`config.mk`:
```
export PLATFORM = sky130hd
export DESIGN_NAME = fetch_unit
export DESIGN_NICKNAME = d
export VERILOG_FILES = /design/src/rtl/riscv_pkg.sv /design/src/rtl/fetch_queue.sv /design/src/rtl/fetch_unit.sv
export SDC_FILE = /design/constraint.sdc
export NUM_CORES = 1
export LEC_CHECK = 0
export ABC_CLOCK_PERIOD_IN_PS = 4300
export CAP_MARGIN = 20
export CORE_AREA = 2 2 206 208
export CTS_CLUSTER_SIZE = 14
export DETAILED_ROUTE_END_ITERATION = 10
export DIE_AREA = 0 0 208 210
export DONT_BUFFER_PORTS = 1
export GPL_TIMING_DRIVEN = 0
export SKIP_CTS_REPAIR_TIMING = 1
export SLEW_MARGIN = 40
export SYNTH_ARGS = -nofsm -noshare
export SYNTH_HDL_FRONTEND = slang
export SYNTH_SLANG_ARGS = --single-unit
```
`constraint.sdc`:
```
create_clock -name clk -period 4.3 [get_ports clk]
set_input_delay 0.43 -clock clk [delete_from_list [all_inputs] [get_ports clk]]
set_output_delay 0.43 -clock clk [all_outputs]
set_load 0.01 [all_outputs]
```
`src/rtl/riscv_pkg.sv`:
```
// riscv_pkg: shared RV32I pipeline definitions.
//   XLEN             datapath width
//   DEFAULT_RESET_PC PC fetched first after reset unless overridden
//   fetch_entry_t    queued fetch result {instr, pc}
//   align_word()     clears the byte-offset bits of an address
package riscv_pkg;

  localparam int unsigned XLEN = 32;
  localparam logic [XLEN-1:0] DEFAULT_RESET_PC = 32'h0000_0000;

  typedef struct packed {
    logic [XLEN-1:0] instr;
    logic [XLEN-1:0] pc;
  } fetch_entry_t;

  function automatic logic [XLEN-1:0] align_word(input logic [XLEN-1:0] addr);
    return addr & ~{{(XLEN-2){1'b0}}, 2'b11};
  endfunction

endpackage

```
`src/rtl/fetch_queue.sv`:
```
// fetch_queue: synchronous in-order FIFO of fetch_entry_t.
//   clk, reset   rising-edge clock, synchronous active-high reset
//   flush        empties the queue; wins over push/pop in the same cycle
//   push, push_data  enqueue one entry
//   pop          dequeue the head entry
//   head         current head entry (undefined when count == 0)
//   count        number of buffered entries (0..DEPTH)
module fetch_queue
  import riscv_pkg::*;
#(
  parameter  int unsigned DEPTH = 4,
  localparam int unsigned AW    = $clog2(DEPTH),
  localparam int unsigned CW    = AW + 1
) (
  input  logic         clk,
  input  logic         reset,
  input  logic         flush,
  input  logic         push,
  input  fetch_entry_t push_data,
  input  logic         pop,
  output fetch_entry_t head,
  output logic [CW-1:0] count
);

  fetch_entry_t   mem [DEPTH];
  logic [AW-1:0]  rd_ptr;
  logic [AW-1:0]  wr_ptr;

  always_ff @(posedge clk) begin
    if (reset || flush) begin
      rd_ptr <= '0;
      wr_ptr <= '0;
      count  <= '0;
    end else begin
      if (push) wr_ptr <= wr_ptr + AW'(1);
      if (pop)  rd_ptr <= rd_ptr + AW'(1);
      count <= count + CW'(push) - CW'(pop);
    end
  end

  // Storage carries no reset; validity is tracked by count alone.
  always_ff @(posedge clk) begin
    if (push && !flush) mem[wr_ptr] <= push_data;
  end

  always_comb begin
    head = mem[rd_ptr];
  end

  // The fetch credit rule must keep the queue from overflowing.
  always_ff @(posedge clk) begin
    if (!reset && !flush) begin
      assert (!(push && !pop && count == CW'(DEPTH)));
      assert (!(pop && count == '0));
    end
  end

endmodule

```
`src/rtl/fetch_unit.sv`:
```
// fetch_unit: decoupled RV32I instruction-fetch stage.
// Issues word-aligned requests to a variable-latency instruction memory,
// buffers responses with their PCs, and hands them to IF/ID under
// valid/ready. A redirect from Execute flushes the queue and discards
// every response still in flight.
// Optional feature macro: FETCH_MISALIGN_CHECK_EN (adds fetch_misaligned).
// Ports:
//   clk, reset                    clock, synchronous active-high reset
//   imem_req_valid/ready/addr     fetch request channel
//   imem_rsp_valid/data           in-order response, never back-pressured
//   redirect_valid, redirect_pc   taken branch/jump target from Execute
//   fetch_ready                   IF/ID accepts (low = stall)
//   fetch_misaligned              sticky misaligned-redirect flag (macro only)
//   instr_valid, InstrF, PCF, PCPlus4F  queue head toward IF/ID
module fetch_unit
  import riscv_pkg::*;
#(
  parameter logic [XLEN-1:0] RESET_PC    = DEFAULT_RESET_PC,
  parameter int unsigned     QUEUE_DEPTH = 4
) (
  input  logic            clk,
  input  logic            reset,
  output logic            imem_req_valid,
  input  logic            imem_req_ready,
  output logic [XLEN-1:0] imem_req_addr,
  input  logic            imem_rsp_valid,
  input  logic [XLEN-1:0] imem_rsp_data,
  input  logic            redirect_valid,
  input  logic [XLEN-1:0] redirect_pc,
  input  logic            fetch_ready,
`ifdef FETCH_MISALIGN_CHECK_EN
  output logic            fetch_misaligned,
`endif
  output logic            instr_valid,
  output logic [XLEN-1:0] InstrF,
  output logic [XLEN-1:0] PCF,
  output logic [XLEN-1:0] PCPlus4F
);

  localparam int unsigned CW = $clog2(QUEUE_DEPTH) + 1;

  logic [XLEN-1:0] fetch_pc;
  logic [XLEN-1:0] rsp_pc;
  logic [XLEN-1:0] target;
  logic [CW-1:0]   inflight;
  logic [CW-1:0]   drop;
  logic [CW-1:0]   q_count;
  logic [CW:0]     credit_used;
  logic            blocked;
  logic            req_fire;
  logic            rsp_keep;
  logic            pop;
  fetch_entry_t    head;
  fetch_entry_t    push_data;

`ifdef FETCH_MISALIGN_CHECK_EN
  always_ff @(posedge clk) begin
    if (reset) begin
      fetch_misaligned <= 1'b0;
    end else if (redirect_valid && redirect_pc[1:0] != 2'b00) begin
      fetch_misaligned <= 1'b1;
    end
  end
  assign blocked = fetch_misaligned;
`else
  assign blocked = 1'b0;
`endif

  always_comb begin
    target      = align_word(redirect_pc);
    // In-flight requests plus buffered entries never exceed the queue size,
    // so every surviving response has a free slot waiting for it.
    credit_used = {1'b0, inflight} + {1'b0, q_count};
    imem_req_valid = !reset && !redirect_valid && !blocked &&
                     (credit_used < (CW+1)'(QUEUE_DEPTH));
    imem_req_addr  = fetch_pc;
    req_fire       = imem_req_valid && imem_req_ready;
    rsp_keep       = imem_rsp_valid && !redirect_valid && (drop == '0);
    instr_valid    = (q_count != '0);
    pop            = instr_valid && fetch_ready && !redirect_valid;
    push_data.instr = imem_rsp_data;
    push_data.pc    = rsp_pc;
    InstrF   = instr_valid ? head.instr : '0;
    PCF      = instr_valid ? head.pc : '0;
    PCPlus4F = instr_valid ? head.pc + XLEN'(4) : '0;
  end

  always_ff @(posedge clk) begin
    if (reset) begin
      fetch_pc <= RESET_PC;
      rsp_pc   <= RESET_PC;
      inflight <= '0;
      drop     <= '0;
    end else begin
      inflight <= inflight + CW'(req_fire) - CW'(imem_rsp_valid);
      if (redirect_valid) begin
        fetch_pc <= target;
        rsp_pc   <= target;
        // Everything still outstanding belongs to the old path; a response
        // landing this very cycle is already being discarded.
        drop     <= inflight - CW'(imem_rsp_valid);
      end else begin
        if (req_fire) fetch_pc <= fetch_pc + XLEN'(4);
        if (rsp_keep) rsp_pc   <= rsp_pc + XLEN'(4);
        if (imem_rsp_valid && drop != '0) drop <= drop - CW'(1);
      end
    end
  end

  fetch_queue #(
    .DEPTH(QUEUE_DEPTH)
  ) u_queue (
    .clk      (clk),
    .reset    (reset),
    .flush    (redirect_valid),
    .push     (rsp_keep),
    .push_data(push_data),
    .pop      (pop),
    .head     (head),
    .count    (q_count)
  );

endmodule

```
==> flow_summary.toml <==
[critical_path]
reg2reg_depth = 10
crit_arrival_ns = 3.54
rr_endpoint = "u_queue.count[2]"
startpoint_type = "flop"
critPathRequiredTime_ns = 3.87
r2r_slack_ns = 1.17
critical_path_class = "flop to output pin"
worstPathMaxFanout = 10
worstSetupEndpointType = "output pin"
reg2reg_from = "u_queue.count[1]"

[power]
leakage_nw = 5.46
p_sw_mw = 1.62
power.internal_mw = 5.50
power.share.clock_pct = 42.6
swShare_pct = 22.8
ir_worst_vdd_mv = 0.232
p_seq_share_pct = 50.2
pwr-share-comb_pct = 7.2
power_density_nw_per_um2 = 427
finalPower_mw = 7.12

[global_route]
use_met1_pct = 21.3
grt_pass1_vias = 8711
gr-usage-met2_pct = 25.1
grt_pass1_wl_um = 53600
antenna_found_initial = 2
grt-ovfl-total = 0
use_met3_pct = 5.45
grtUsageTotal_pct = 16.0
grt_max_degree = 34
busiest_layer = "met2"

[clocking]
insertion_delay_ns = 0.52
cts_tree = "done"
cts_buffer_depth = 3
htreeDepth = 2
clock_sinks = 323
root_buffer = "clkbuf_16"
cts_buffers = 35
clkTransAtPathRegs_ns = 0.06

[logic_synthesis]
synth_commonest_cells = "248 x edfxtp_1, 75 x dfxtp_1, 74 x and2_1"
synth_edf_count = 248
yosys.area.top_type = "edfxtp_1"
synth_cells = 1024
syn_area_per_cell_um2 = 14.0
synthDistinctLibCells = 59
synth_top_cell_area_share_pct = 51.8
yosysWarnings = 0
ys_ff_latch = 323
seq_area_frac_synth_pct = 62.2
synth_ff_type = "edfxtp_1"
syn_area_um2 = 14400
yosys-top-cells-area = "edfxtp_1 52%, dfxtp_1 10%, mux4_2 6.1%"
synth_most_common_cell = "edfxtp_1"
async_flop_share_pct = 0

[timing]
slew_headroom_pct = 44.5
fmax_ghz = 0.252
post-route-min-period_ns = 3.97
clock_skew_ns = 0.0262
worst_pin_slew_ns = 0.825
rsz0062_at_grt = "false"
period_share_pct = 92.3
setup_slack_ns = 0.332
setup_viol = 0
hold_violations = 0
slew_viol_final = 0

[finish]
instances_no_fill = 1668
fill_cells = 3853
drive_gt1_share_pct = 13.4
n_antenna_cell = 0
fin_nets = 1191
seq_area_um2 = 8950
syn_to_final_growth_pct = 16.1
multi_input_area_um2 = 5040

[status]
status = "complete, no violations"

[drt]
routed-via-count = 8854
drtAntennaViolNets = 0
wl_per_cell_um = 21.5
drcViolationCount = 0
vias_per_cell = 5.31
drtIter0Drc = 597
dr.pass1.iters = 5
wirelength_um = 35800

[placed_design]
gp_congestion = 0.888
portBuffers = 0
dp_hpwl_um = 25500
place_ws_ns = 0.815
dp.cells = 1574

[hold_path]
hp-class = "primary input to flop"
min-delay-start = "imem_rsp_data[8]"
holdPathEnd = "u_queue.mem[1][40]"
holdPathStages = 0

[floorplan]
floorplan.die_area_um2 = 43700
die_w_um = 208
start_util_pct = 34.7
pin_count = 200
die_h_um = 210
rows = 75
coreArea_um2 = 41500

[run]
maxCapViolations = 0
-- flip-flops by register name (all words and copies together), names as in the netlist, named ones only --
signal / flops
imem_req_addr: 30
u_queue.mem: 248
u_queue.wr_ptr: 2
drop: 3
inflight: 3
u_queue.count: 3
u_queue.rd_ptr: 2
rsp_pc: 30
-- power groups by stage --
stage / Clock, mW / Combinational [mW] / Sequential, mW
after floorplan: 0 / 0.351 / 3.61
after global placement: 0 / 0.474 / 3.64
after detailed placement: 0 / 0.487 / 3.64
after CTS: 3.10 / 0.489 / 3.58
after global routing: 3.24 / 0.575 / 3.59
final: 3.03 / 0.516 / 3.58
-- worst max-delay path, stage by stage, from the launching register on --
cell,delay (ns)
dfxtp_1,0.31
buf_4,0.18
buf_2,0.32
mux4_2,0.34
ha_1,0.22
nand4_1,0.26
or4_4,0.65
or3_1,0.33
a21oi_1,0.41
-- layout make-up --
type / instances / area share [%]
Inverter: 33 / 0.742
Clock buffer: 46 / 5.99
Multi-Input combinational cell: 614 / 30.2
Buffer: 59 / 1.88
Timing Repair Buffer: 36 / 2.52
Tap cell: 539 / 4.04
Sequential cell: 323 / 53.6
Clock inverter: 18 / 1.06
-- metal layers --
| layer | vias to the layer above | wire length [µm] | part of all wire [%] |
|---|---|---|---|
| li1 | 4067 | - | - |
| met1 | 4361 | 15600 | 44 |
| met2 | 365 | 16000 | 45 |
| met3 | 59 | 3450 | 9.6 |
| met4 | 2 | 755 | 2.1 |
| met5 | - | 13 | 0.036 |
-- per-stage QoR --
| stage | hold slack (ns) | utilization [%] | instance area [µm²] | TNS, ns |
|---|---|---|---|---|
| 3_3_place_gp | 0.516 | 36.4 | 15100 | -3.52 |
| 3_5_place_dp | 0.507 | 36.7 | 15200 | 0 |
| 4_1_cts | -0.0125 | 39.5 | 16400 | 0 |
| 2_1_floorplan | 0.480 | - | 14400 | 0 |
| 6_report | 0.0188 | 40.3 | 16700 | 0 |
| 5_1_grt | 0.000137 | 40.3 | 16700 | 0 |
-- logic make-up after synthesis --
logic type	share of synthesized area (%)
simple gates	12.9
flops	62.2
compound gates	4.89
buf+inv	3.04
mux	12.0
xor+xnor	3.17
fa+ha+maj	1.76
other cells	0.0261
-- worst max-delay path by stage --
stage	end	cells past startpoint	slack [ns]	start
global route	PCPlus4F[16]	8	0.19	flop
global placement	u_queue.mem[1][41]	5	-0.04	drop[0]
detailed placement	PCPlus4F[16]	8	0.82	flop
finish	PCPlus4F[16]	8	0.33	flop
floorplan	u_queue.mem[0][10]	5	1.36	drop[0]
CTS	PCPlus4F[16]	8	0.26	flop
-- placed cells by master (no fill, tap or decap), types with 8 or more instances in the layout --
master,Yosys,layout
and3_1,19,19
a31oi_1,19,19
a21boi_0,8,8
xor2_1,31,31
nor4_1,14,13
mux2_2,16,16
a211oi_1,22,22
nand4_1,26,26
buf_4,8,8
xnor2_1,21,21
clkbuf_1,34,40
nor3_1,15,14
mux4_2,39,39
dfxtp_1,75,75
and2_1,74,70
clkbuf_16,0,38
or3_1,16,16
nand2_1,55,55
mux4_1,23,23
buf_12,2,8
edfxtp_1,248,248
a21oi_1,24,24
inv_1,31,31
o21ai_0,11,11
nand3_1,22,22
nor2_1,73,73
o211ai_1,9,9
dlygate4sd3_1,0,30
buf_2,9,9
ha_1,17,17
No activity file was read; power rests on OpenSTA's default activity.
